[config.mk]
export PLATFORM = sky130hd
export DESIGN_NAME = ram_arbiter
export DESIGN_NICKNAME = d
export VERILOG_FILES = /design/src/rtl/ram_arbiter.sv
export SDC_FILE = /design/constraint.sdc
export NUM_CORES = 1
export LEC_CHECK = 0
export ABC_AREA = 1
export BUFFER_PORTS_ARGS = -buffer_cell sky130_fd_sc_hd__buf_2
export CAP_MARGIN = 25
export CORE_AREA = 2 2 117 119
export DETAILED_ROUTE_END_ITERATION = 12
export DIE_AREA = 0 0 119 121
export PLACE_DENSITY_LB_ADDON = 0.15
export SYNTH_ARGS = -nofsm -noshare
export SYNTH_HDL_FRONTEND = slang
export SYNTH_SLANG_ARGS = --single-unit
export TNS_END_PERCENT = 30
[constraint.sdc]
create_clock -name clk -period 1.8 [get_ports clk]
set_input_delay 0.09 -clock clk [delete_from_list [all_inputs] [get_ports clk]]
set_output_delay 0.09 -clock clk [all_outputs]
set_load 0.05 [all_outputs]
[src/rtl/ram_arbiter.sv]
// rtl/ram_arbiter.sv - shares one single-port data RAM between the CPU memory stage and the camera DMA
// Optional starvation guard for CAM: define RAM_ARBITER_STARVE_GUARD_EN (default build is strict CPU priority).
module ram_arbiter #(
  parameter int AW           = 32,
  parameter int STARVE_LIMIT = 8
) (
  input  logic          clk,
  input  logic          reset,
  input  logic          cpu_req,
  input  logic          cpu_we,
  input  logic [AW-1:0] cpu_addr,
  input  logic [31:0]   cpu_wdata,
  output logic          cpu_stall,
  output logic [31:0]   cpu_rdata,
  output logic          cpu_rvalid,
  input  logic          cam_req,
  input  logic          cam_we,
  input  logic [AW-1:0] cam_addr,
  input  logic [31:0]   cam_wdata,
  output logic          cam_gnt,
  output logic [31:0]   cam_rdata,
  output logic          cam_rvalid,
  output logic [AW-1:0] ram_address,
  output logic [31:0]   ram_data,
  output logic          ram_wren,
  input  logic [31:0]   ram_q
);

  typedef enum logic [1:0] {
    OWN_NONE = 2'd0,
    OWN_CPU  = 2'd1,
    OWN_CAM  = 2'd2
  } own_t;

  own_t        rd_own;
  logic [31:0] cpu_rdata_q;
  logic [31:0] cam_rdata_q;
  logic        force_cam;
  logic        cpu_win;
  logic        cam_win;

`ifdef RAM_ARBITER_STARVE_GUARD_EN
  localparam logic [7:0] LIMIT = 8'(STARVE_LIMIT);

  logic [7:0] starve_cnt;

  // Counts consecutive cycles CAM asked and lost; saturates so force_cam stays up until CAM wins.
  always_ff @(posedge clk or negedge reset) begin
    if (!reset) begin
      starve_cnt <= '0;
    end else if (!cam_req || cam_win) begin
      starve_cnt <= '0;
    end else if (starve_cnt != LIMIT) begin
      starve_cnt <= starve_cnt + 8'd1;
    end
  end

  assign force_cam = (starve_cnt == LIMIT);
`else
  assign force_cam = 1'b0;
`endif

  // Winners are gated by reset so nothing reaches the RAM while the arbiter is held.
  always_comb begin
    cam_win     = reset && cam_req && (force_cam || !cpu_req);
    cpu_win     = reset && cpu_req && !cam_win;
    cam_gnt     = cam_win;
    cpu_stall   = cpu_req && cam_win;
    ram_address = cam_win ? cam_addr  : cpu_addr;
    ram_data    = cam_win ? cam_wdata : cpu_wdata;
    ram_wren    = (cam_win && cam_we) || (cpu_win && cpu_we);
  end

  always_ff @(posedge clk or negedge reset) begin
    if (!reset) begin
      rd_own      <= OWN_NONE;
      cpu_rdata_q <= '0;
      cam_rdata_q <= '0;
    end else begin
      if (cpu_win && !cpu_we) begin
        rd_own <= OWN_CPU;
      end else if (cam_win && !cam_we) begin
        rd_own <= OWN_CAM;
      end else begin
        rd_own <= OWN_NONE;
      end
      if (rd_own == OWN_CPU) begin
        cpu_rdata_q <= ram_q;
      end
      if (rd_own == OWN_CAM) begin
        cam_rdata_q <= ram_q;
      end
    end
  end

  // The RAM's q is steered straight through in the return cycle; the held copy covers idle cycles.
  assign cpu_rvalid = (rd_own == OWN_CPU);
  assign cam_rvalid = (rd_own == OWN_CAM);
  assign cpu_rdata  = cpu_rvalid ? ram_q : cpu_rdata_q;
  assign cam_rdata  = cam_rvalid ? ram_q : cam_rdata_q;

endmodule

==> key figures <==
STA
  • Clock Skews: about 5.0 ps
  • Worst slew margin: 51.68%
  • Final setup violation count: 0
  • Slew at the pin closest to its max-slew limit: about 720 ps
  • Fin crit share: 95.95%
  • Setup WS post-layout: roughly 73 ps
  • Fmax: 579.0 MHz
  • Slew Limit Fails: 0
  • RSZ-0062 raised after global routing: true
  • Crit path time final: between 1500 and 2000 ps
  • Worst hold slack: 39.50 ps
  • Setup_tns: 0 ps
  • Fin. Hold Viols: 0

Critical path
  • Max incr delay on CP: slightly below 400 ps
  • Worst reg2reg setup slack: around 690 ps
  • Highest-delay cell along the critical path: dfrtp_1
  • Req. time, crit path: around 1700 ps
  • Crit Path Class: flop to output pin
  • Crit end category: output pin
  • Crit Reg-Reg Endpoint: cpu_rdata_q[19]
  • Worst R2R Start: rd_own[1]
  • WP data arrival: approximately 1600 ps
  • Crit Path Max Fanout: 32
  • R2R depth: 4
  • Crit-path cells: inv_1 -> nand2_2 -> clkbuf_16 -> o21ai_1 -> buf_2
  • Worst Setup Start Kind: flop

Finish
  • Multi-input gate area: approximately 0.0015 mm2
  • Register area: roughly 0.0017 mm2
  • Layout area overhead: 56.96%
  • Nets: ~920
  • FILL cells: around 1400
  • Layout cells sized above 1: a little over two fifths
  • Post-route cell area: roughly 0.0056 mm2
  • Final std cells w/o fill: ~940
  • Ant diodes: 0

Placement
  • Inst Count DP: 917
  • DP Worst Slack: 423.6 ps
  • Detailed placer's ending HPWL: 10.28 mm
  • Dpl cell area: approximately 0.005 mm2
  • I/O Buffers: 297
  • Final GP Congestion: about 0.86

Yosys
  • Main flop type after synthesis: dfrtp_1
  • Largest cells by area after synthesis: dfrtp_1 46%, nand2_1 21%, nand4_1 11%
  • Mean Syn Cell Area: approximately 7.4 um2
  • Post-synth top area share: a little under half
  • Cells after synthesis: 478
  • Post-synthesis cell type count: 14
  • Syn_nets: 644
  • Warnings from Yosys: 0
  • Most frequent cell after synthesis: nand2_1
  • Post-synth EDFFs: 0
  • Seq/Total Area, Yosys: between 40% and 50%
  • Top post-synthesis cells by count: 196 x nand2_1, 66 x dfrtp_1, 65 x nand4_1, 64 x o21ai_1, 37 x inv_1
  • Synthesized area: ~0.0036 mm2
  • Async SR Flop Fraction: 100.0%
  • FF+latch count, synth: 66
  • Leading area contributor after synthesis: dfrtp_1

Global routing
  • Largest net degree at the start of global routing: 67
  • GR Overflow Total: 0
  • Initial antenna violation count: 0
  • Global-route usage over all layers: about 18%
  • First-pass GRT wire length: slightly above 20 mm
  • Vias in the first global route: a little over 4000

Routing
  • Drt via density: between 4 and 5
  • DR vias: 4350
  • Routed Wire Length: around 14 mm
  • Detailed Route Iter0 Violations: 210
  • DRC: 0
  • DR pass1 iterations: 4
  • Routed Antenna Nets: 0
  • Routed wire per std cell: between 15 and 20 um

Clock network
  • Worst-path clk slew: roughly 60 ps
  • Root Driver: clkbuf_16
  • CTS sink cnt: 66
  • CTS tree: done
  • Clk_lat worst skew: 320 ps
  • Post-CTS setup buffers: 0
  • H-tree depth: 3
  • CTS buffer count: 9
  • Clk buf depth: 2

Power and ir drop
  • Leak: about 3.3 nW
  • Largest vdd supply drop: 0.4734 mV
  • Pwr/cell area: 1172 mW/mm2

Floorplan
  • Die X: 119 um
  • IO Pins: about 300
  • Initial Utilization: between 20% and 30%
  • Row count: 42
  • Die area: roughly 0.014 mm2
  • DIE HEIGHT: ~120 um
  • Core area: 0.01309 mm2

Run status
  • Status: finished clean

Worst hold path
  • Hold Crit Depth: 3
  • Hold Crit Class: input pin to flop
  • Hold_sp: ram_q[24]
  • WHS Endpoint: cam_rdata_q[24]

Flow run
  • Number of max-cap violations: 0
## power breakdown
group / internal [mW] / switching [mW] / leakage, nW
registers: 1.77 / 0.0759 / 0.807
clock network: 1.25 / 0.645 / 0.155
logic: 0.653 / 2.15 / 2.37
## critical path, delay by kind of cell, from the launching register on
kind | cells | cell delay, ps
DFF | 1 | 390
and+or+nand+nor | 1 | 100
buffers and inverters | 3 | 600
AOI/OAI and AO/OA | 1 | 220
## per-stage QoR
step,util [%],power [mW]
2_1_floorplan,-,3.888
6_report,42.69,6.548
3_5_place_dp,39.24,4.646
5_1_grt,42.69,6.873
4_1_cts,42.05,6.585
3_3_place_gp,39.24,4.622
## cell families after synthesis
group	Yosys count	share of synthesized area (%)
other	1	0.1054
buffers and inverters	82	11.74
flip-flops	66	46.41
AND/OR/NAND/NOR	265	32.74
AO/OA/AOI/OAI	64	9.001
## cell usage in the layout, fill, tap and decap left out
cell,Yosys,final
nand4_1,65,65
conb_1,1,1
clkinv_2,0,1
o21ai_1,64,64
buf_4,14,6
nand3_1,1,1
inv_1,37,37
nor2_1,2,2
buf_2,22,283
dlygate4sd3_1,0,4
nand3_2,1,1
nand2_2,0,2
clkbuf_16,0,11
dfrtp_1,66,66
inv_6,0,1
clkbuf_4,0,13
buf_12,0,5
bufinv_16,0,2
clkinvlp_4,0,2
nand2_1,196,194
inv_2,1,1
clkbuf_8,0,1
## flip-flops by register name, indices dropped and copies added, names as in the netlist
signal,cells
cam_rdata_q,32
cpu_rdata_q,32
rd_own,2
## routing by layer
layer	vias up	GRT usage, %	wire (um)
met3	13	3.759	1004
li1	2140	-	-
met5	-	0	0
met2	193	29.67	6994
met1	2004	24.20	5973
met4	0	4.613	177
## worst max-delay path by stage
| stage | endpoint | from | slack [ps] | depth (start not counted) |
|---|---|---|---|---|
| global placement | cam_rdata[27] | rd_own[0] | 430 | 6 |
| CTS | cam_rdata[2] | rd_own[0] | 60 | 6 |
| detailed placement | cam_rdata[2] | rd_own[0] | 420 | 6 |
| global route | cpu_rdata[0] | rd_own[1] | -10 | 5 |
| finish | cam_rdata[25] | rd_own[0] | 70 | 5 |
| floorplan | cam_rdata_q[0] | rd_own[0] | 80 | 5 |
## timing repair
| item | CTS | global route |
|---|---|---|
| endpoints found under the setup margin | 0 | 20 |
| gates resized for setup | 0 | 13 |
| hold endpoints to repair | 11 | 0 |
| hold buffers | 4 | 0 |
## cell type report
class / count / area share [%]
clock inverters: 6 / 1.591
clock buffers: 10 / 4.279
well taps: 176 / 3.943
multi-input cells: 330 / 26.75
flip-flops and latches: 66 / 29.57
repair buffers: 313 / 31.32
inverters: 38 / 2.554
Note: power is estimated with default switching activity, not from simulation.
